===== src/rtl/dram_video_arb.sv =====
// dram_video_arb: slotted DRAM arbiter sharing one DRAM between a video fetcher and a CPU.
// The next owner is decided at pre_cend and loaded at cend; read data is captured at pre_cend.
module dram_video_arb (
    input  logic        clk,
    input  logic        rst_n,
    input  logic        pre_cend,
    input  logic        cend,
    input  logic        video_go,
    input  logic [1:0]  video_bw,
    input  logic [20:0] video_addr,
    output logic        video_next,
    output logic        video_strobe,
    output logic [15:0] video_data,
    input  logic        cpu_req,
    input  logic        cpu_rnw,
    input  logic [20:0] cpu_addr,
    input  logic [15:0] cpu_wrdata,
    output logic        cpu_next,
    output logic        cpu_strobe,
    output logic [15:0] cpu_rddata,
    output logic        dram_go,
    output logic        dram_rnw,
    output logic [20:0] dram_addr,
    output logic [15:0] dram_wrdata,
    input  logic [15:0] dram_rddata,
    output logic [1:0]  owner
);
    typedef enum logic [1:0] {
        OWN_IDLE  = 2'b00,
        OWN_VIDEO = 2'b01,
        OWN_CPU   = 2'b10
    } own_e;

    own_e        state;
    own_e        state_nxt;
    own_e        grant;
    own_e        pend;
    logic [2:0]  slot;
    logic [2:0]  nslot;
    logic        hit;
    logic        vid_win;
    logic        pre_seen;
    logic        v_pend;
    logic        c_pend;
    logic        pend_rnw;
    logic [20:0] pend_addr;
    logic [15:0] pend_wrdata;

    assign owner = state;

    always_comb begin
        nslot = slot + 3'd1;
        hit   = 1'b0;
        unique case (video_bw)
            2'b00:   hit = (nslot == 3'd7);
            2'b01:   hit = (nslot[1:0] == 2'd3);
            2'b10:   hit = nslot[0];
            default: hit = 1'b1;
        endcase
        vid_win = video_go && hit;
        grant   = OWN_IDLE;
        unique case (1'b1)
            vid_win:             grant = OWN_VIDEO;
            !vid_win && cpu_req: grant = OWN_CPU;
            default:             grant = OWN_IDLE;
        endcase
    end

    // a cend not preceded by its pre_cend carries no valid grant
    always_comb begin
        state_nxt = state;
        if (cend) begin
            state_nxt = pre_seen ? pend : OWN_IDLE;
        end
    end

    always_ff @(posedge clk or negedge rst_n) begin
        if (!rst_n) begin
            state <= OWN_IDLE;
        end else begin
            state <= state_nxt;
        end
    end

    always_ff @(posedge clk or negedge rst_n) begin
        if (!rst_n) begin
            slot         <= 3'd0;
            pre_seen     <= 1'b0;
            pend         <= OWN_IDLE;
            pend_rnw     <= 1'b1;
            pend_addr    <= 21'd0;
            pend_wrdata  <= 16'd0;
            v_pend       <= 1'b0;
            c_pend       <= 1'b0;
            video_next   <= 1'b0;
            video_strobe <= 1'b0;
            video_data   <= 16'd0;
            cpu_next     <= 1'b0;
            cpu_strobe   <= 1'b0;
            cpu_rddata   <= 16'd0;
            dram_go      <= 1'b0;
            dram_rnw     <= 1'b1;
            dram_addr    <= 21'd0;
            dram_wrdata  <= 16'd0;
        end else begin
            video_next   <= 1'b0;
            video_strobe <= 1'b0;
            cpu_next     <= 1'b0;
            cpu_strobe   <= 1'b0;
            if (pre_cend) begin
                pre_seen    <= 1'b1;
                pend        <= grant;
                pend_addr   <= (grant == OWN_VIDEO) ? video_addr : cpu_addr;
                pend_wrdata <= cpu_wrdata;
                pend_rnw    <= (grant == OWN_CPU) ? cpu_rnw : 1'b1;
                if (state == OWN_VIDEO) begin
                    video_data <= dram_rddata;
                    v_pend     <= 1'b1;
                end
                if (state == OWN_CPU && dram_rnw) begin
                    cpu_rddata <= dram_rddata;
                    c_pend     <= 1'b1;
                end
            end
            if (cend) begin
                slot         <= slot + 3'd1;
                pre_seen     <= 1'b0;
                v_pend       <= 1'b0;
                c_pend       <= 1'b0;
                video_strobe <= v_pend;
                cpu_strobe   <= c_pend;
                video_next   <= (state_nxt == OWN_VIDEO);
                cpu_next     <= (state_nxt == OWN_CPU);
                dram_go      <= (state_nxt != OWN_IDLE);
                dram_rnw     <= (state_nxt == OWN_IDLE) ? 1'b1 : pend_rnw;
                if (state_nxt != OWN_IDLE) begin
                    dram_addr <= pend_addr;
                end
                if (state_nxt == OWN_CPU) begin
                    dram_wrdata <= pend_wrdata;
                end
            end
        end
    end
endmodule


===== config.mk =====
export PLATFORM = sky130hd
export DESIGN_NAME = dram_video_arb
export DESIGN_NICKNAME = d
export VERILOG_FILES = /design/src/rtl/dram_video_arb.sv
export SDC_FILE = /design/constraint.sdc
export NUM_CORES = 1
export LEC_CHECK = 0
export CAP_MARGIN = 10
export CELL_PAD_IN_SITES_DETAIL_PLACEMENT = 1
export CELL_PAD_IN_SITES_GLOBAL_PLACEMENT = 1
export CORE_MARGIN = 1.5
export CORE_UTILIZATION = 33
export DETAILED_ROUTE_END_ITERATION = 6
export PLACE_DENSITY = 0.79
export SKIP_CTS_REPAIR_TIMING = 1
export SYNTH_ARGS = -nofsm -noshare
export SYNTH_HDL_FRONTEND = slang
export SYNTH_SLANG_ARGS = --single-unit

===== constraint.sdc =====
create_clock -name clk -period 1.5 [get_ports clk]
set_input_delay 0.15 -clock clk [delete_from_list [all_inputs] [get_ports clk]]
set_output_delay 0.15 -clock clk [all_outputs]
set_load 0.005 [all_outputs]

# Yosys cells after proc, flatten, opt, wreduce, memory -nomap -nowiden
# Cells that the tools add are included.
# W data, S select, Z words.
dict set report totals {
  ff_bits 123
  inputBits 83
}
dict set report op_classes {
  reduce_logical 16
  addsub 1
  eq_ne 10
  mux 19
}
# operator n
set ops {}
lappend ops {{$mux W21} 1}
lappend ops {{$mux W1} 14}
lappend ops {{$reduce_and A2 Y1} 6}
lappend ops {{$eq A2 B2 Y1 const B} 5}
lappend ops {{$eq A2 B1 Y1 const B} 4}
lappend ops {{$reduce_bool A2 Y1} 4}
lappend ops {{$logic_not A2 Y1} 2}
lappend ops {{$mux W2} 2}
lappend ops {{$pmux W2 S2} 1}
lappend ops {{$add A3 B1 Y3 const B} 1}
lappend ops {{$eq A3 B3 Y1 const B} 1}
lappend ops {{$logic_and A1 B1 Y1} 3}
lappend ops {{$pmux W1 S3} 1}
lappend ops {{$logic_not A1 Y1} 1}

# Longest topological paths before layout
dict set report logic_depth {
  word_depth 9
  ltp_mapped 6
  ltp_nobuf 5
}

# Least setup slack after synthesis
# OpenSTA, ideal clock, no wires.
dict set report synth_timing {
  path_kind {flip-flop to flip-flop}
  from {register slot[0]}
  to {register pend_addr[16]}
  arrival_time_ns 1.444
  required_ns 1.374
  stages_incl_launch_ff 7
  setup_slack_ns -0.070
  path_buffers 1
  cell_sequence {dfrtp_1 > ha_1 > xor2_1 > o31ai_4 > buf_6 > o31a_1 > a21oi_2}
}
dict set report synth_between {
  elab_chain_cells 9
}
# item line_no
set synth_lines {}
lappend synth_lines {{start: declaration} 38} ;# logic [2:0] slot;
lappend synth_lines {{start signal: assignment} 126} ;# slot <= slot + 3'd1;
lappend synth_lines {{$add A3 B1 Y3 (*)} 52} ;# nslot = slot + 3'd1;
lappend synth_lines {{$eq A3 B3 Y1 or $eq A2 B2 Y1 (tied branches)} {55, 56}}
lappend synth_lines {{$pmux W1 S3 (*)} 54} ;# unique case (video_bw)
lappend synth_lines {{$logic_and A1 B1 Y1 (*)} 60} ;# vid_win = video_go && hit;
lappend synth_lines {{$logic_not A1 Y1} 64} ;# !vid_win && cpu_req: grant = OWN_CPU;
lappend synth_lines {{$logic_and A1 B1 Y1} 64}
lappend synth_lines {{$pmux W2 S2 (*)} 62} ;# unique case (1'b1)
lappend synth_lines {{$eq A2 B1 Y1 (*)} 113} ;# pend_addr <= (grant == OWN_VIDEO) ? video_addr : cpu_addr;
lappend synth_lines {{$mux W21 (*)} 113}
lappend synth_lines {{end signal: assignment} 113}
lappend synth_lines {{end: declaration} 46} ;# logic [20:0] pend_addr;
# Every way passes the cells marked *; elsewhere a longest branch is shown, timed or not.
# A chain may end at the register's enable or synchronous reset.

# Final worst setup path
dict set report layout_timing {
  from {register slot[0]}
  to {register pend_addr[18]}
}
# Same word-level chain as after synthesis.

==> insert_results.sql <==
INSERT INTO impl_metrics (metric_group, metric, value, unit) VALUES
('run_status', 'outcome', 'complete, but fails checks', ''),
('run_status', 'failed_checks', 'negative setup slack', ''),
('sta', 'max_transition_margin', '69.3', '%'),
('route', 'wl_per_cell', '16.4', 'um'),
('clock_network', 'clock-root-buffer', 'clkbuf_16', ''),
('floorplanning', 'core', '15100', 'um^2'),
('critical_path', 'critical_path.max_stage_delay', '0.38', 'ns'),
('floorplanning', 'placement_rows', '45', ''),
('sta', 'worst_slack', '-0.124', 'ns'),
('logic_synthesis', 'synth_flop_cell', 'dfrtp_1', ''),
('sta', 'grt_setup_unrepaired', 'yes', ''),
('critical_path', 'critical_path.cell_chain', 'ha_2 -> xor2_2 -> o31ai_4 -> buf_12 -> o31a_1 -> a21oi_2', ''),
('sta', 'finalCritPeriodShare', '108', '%'),
('clock_network', 'cts-htree-levels', '4', ''),
('critical_path', 'critical-path-top-delay-family', 'compound AO/OA/AOI/OAI gates', ''),
('grt', 'track_usage', '16.3', '%'),
('sta', 'setup_viol', '24', ''),
('logic_synthesis', 'post_synth_and_or_nand_nor_area_fraction', '3.62', '%'),
('cells_and_area', 'layout_commonest_cell', 'clkdlybuf4s50_1', ''),
('critical_path', 'timing.setup.critical_path_class', 'reg2reg', ''),
('cells_and_area', 'antenna_cells', '0', ''),
('logic_synthesis', 'synth_xor_xnor_area_share', '0.517', '%'),
('floorplanning', 'die_w', '127', 'um'),
('floorplanning', 'die-area', '16200', 'um^2'),
('clock_network', 'cts_sinks', '123', ''),
('route', 'via_per_inst', '4.71', ''),
('critical_path', 'cpMaxStageDelayCell', 'dfrtp_1', ''),
('power', 'p_per_area', '1770', 'nW/um^2'),
('logic_synthesis', 'synth_fa_ha_area_share', '0.492', '%'),
('route', 'vias', '3550', ''),
('cells_and_area', 'filler_cell_count', '1510', ''),
('sta', 'slew_viol_final', '0', ''),
('power', 'clkPwrFrac', '30.2', '%'),
('sta', 'finalWorstPathRequiredPeriod', '1.62', 'ns'),
('power', 'irDropWorstVdd', '0.758', 'mV'),
('sta', 'maxClockFrequency', '0.616', 'GHz'),
('clock_network', 'clk_pin_slew_worst_paths', '0.05', 'ns'),
('place', 'place_congestion', '0.697', ''),
('power', 'combinationalPowerShare', '31.5', '%'),
('critical_path', 'required', '1.78', 'ns'),
('floorplanning', 'effective_utilization_at_floorplan', '33.6', '%'),
('grt', 'grt_pass1_wl', '20600', 'um'),
('route', 'routed_wl', '12300', 'um'),
('critical_path', 'critPathLaunchType', 'flop', ''),
('critical_path', 'critical_path_arrival', '1.91', 'ns'),
('cells_and_area', 'drive_above_1_share', '26.1', '%'),
('clock_network', 'max-clock-path-buffers', '2', ''),
('power', 'net_switching_share_of_the_total_power', '25.6', '%'),
('logic_synthesis', 'synth-async-reset-ratio', '100', '%'),
('grt', 'global_route.overflow_total', '0', ''),
('sta', 'skew', '0.00905', 'ns'),
('critical_path', 'crit_fanout', '43', ''),
('logic_synthesis', 'synth_warnings', '0', ''),
('place', 'hpwl', '8550', 'um'),
('grt', 'grt_start_max_net_pins', '81', ''),
('route', 'drtAntennaViolNets', '0', ''),
('cells_and_area', 'most-common-layout-cells', 'clkdlybuf4s50_1 (153), dfrtp_1 (121), mux2_2 (70), inv_1 (31), nor2_1 (24)', ''),
('power', 'int_power', '10.1', 'mW'),
('job', 'timing.max_cap.violations', '0', ''),
('clock_network', 'insertion_delay', '0.40', 'ns'),
('cells_and_area', 'seq_area', '3080', 'um^2'),
('power', 'seq_power_share', '38.3', '%'),
('power', 'power.leakage', '3.30', 'nW'),
('logic_synthesis', 'synth_top_family_by_area', 'multiplexers', ''),
('route', 'drt_first_pass_iters', '4', ''),
('logic_synthesis', 'post_synth_mux_area_share', '19.2', '%'),
('logic_synthesis', 'syn_inst', '378', ''),
('logic_synthesis', 'compound_cell_area_share_of_the_yosys_netlist', '10.9', '%'),
('grt', 'grt_antenna_before_repair', '0', ''),
('cells_and_area', 'fin_util', '50.6', '%'),
('critical_path', 'worst-path-buf-inv', '1', '');
state kept, by name, summed over array words and instances (netlist names):
signal,cells
dram_go,1
cpu_strobe,1
pend_addr,21
cpu_next,1
video_next,1
dram_wrdata,16
video_strobe,1
v_pend,1
cpu_rddata,16
slot,3
dram_rnw,1
pend_wrdata,16
pre_seen,1
pend_rnw,1
owner,2
c_pend,1
video_data,16
dram_addr,21
pend,2
synthesized netlist by cell type, drive strengths merged (2+ instances only):
master	instances	area share, %
ha	2	0.49
mux2i	2	0.39
a21oi	23	3.7
mux2	85	19
nand2	2	0.15
nor2	24	1.8
dfstp	2	1.0
o31a	21	3.6
buf	18	2.0
clkbuf	4	0.32
o21ai	24	2.4
xor2	2	0.34
inv	31	2.3
and2	2	0.25
dfrtp	121	60
nand4	2	0.66
nand3	2	0.30
power by group through the flow:
| stage | clock, mW | combinational (mW) | sequential [mW] |
|---|---|---|---|
| floorplan | 0 | 1.51 | 5.18 |
| global placement | 0 | 4.16 | 5.15 |
| detailed placement | 0 | 4.30 | 5.25 |
| CTS | 4.23 | 4.32 | 5.22 |
| global route | 4.36 | 4.63 | 5.39 |
| finish | 4.10 | 4.28 | 5.20 |
routing by layer:
layer,wire length (um),up-vias,track usage (%)
li1,-,1647,-
met1,5410,1790,20.1
met2,6220,105,27.5
met3,604,8,5.19
met4,111,0,4.81
met5,0,-,0
cell type report:
cell class	instances	share of cell area, %
Clock buffer	24	6.29
Inverter	31	1.52
Sequential cell	123	40.2
Timing Repair Buffer	178	24.0
Tap cell	188	3.07
Clock inverter	8	1.50
Multi-Input combinational cell	202	23.4
tightest hold or removal path: stages:
cell,delay [ns]
buf_2,0.14
buf_12,0.19
nor2_1,0.11
a41oi_1,0.05
metrics by stage:
stage                     hold slack [ns]  setup slack [ns]  cells  total power, mW  cell area, um^2
final                               0.249            -0.124    754             13.6             7660
after global routing                0.273            -0.205    754             14.4             7660
after CTS                          -0.273            -0.185    752             13.8             7620
after detailed placement            0.166            -0.192    720             9.54             7030
after global placement              0.155            -0.128    720             9.32             7030
after floorplan                    -0.146           -0.0402    378             6.69             5090
final timing paths:
path,from,end,slack [ns],cells past startpoint
worst max register to register,slot[0],pend_addr[18],-0.12,6
max in group asynchronous,rst_n,pend_rnw,0.76,3
worst min-delay path,pre_cend,pend_rnw,0.25,4
worst min register to register,v_pend,video_strobe,0.48,1
min in group asynchronous,rst_n,dram_wrdata[8],0.29,3
worst max-delay path,slot[0],pend_addr[18],-0.12,6
cells by family after synthesis:
family | count (synthesis)
xor+xnor | 3
simple gates | 36
mux | 87
compound gates | 74
buf+inv | 53
fa+ha+maj | 2
flops | 123
Note: power is estimated with default switching activity, not from simulation.
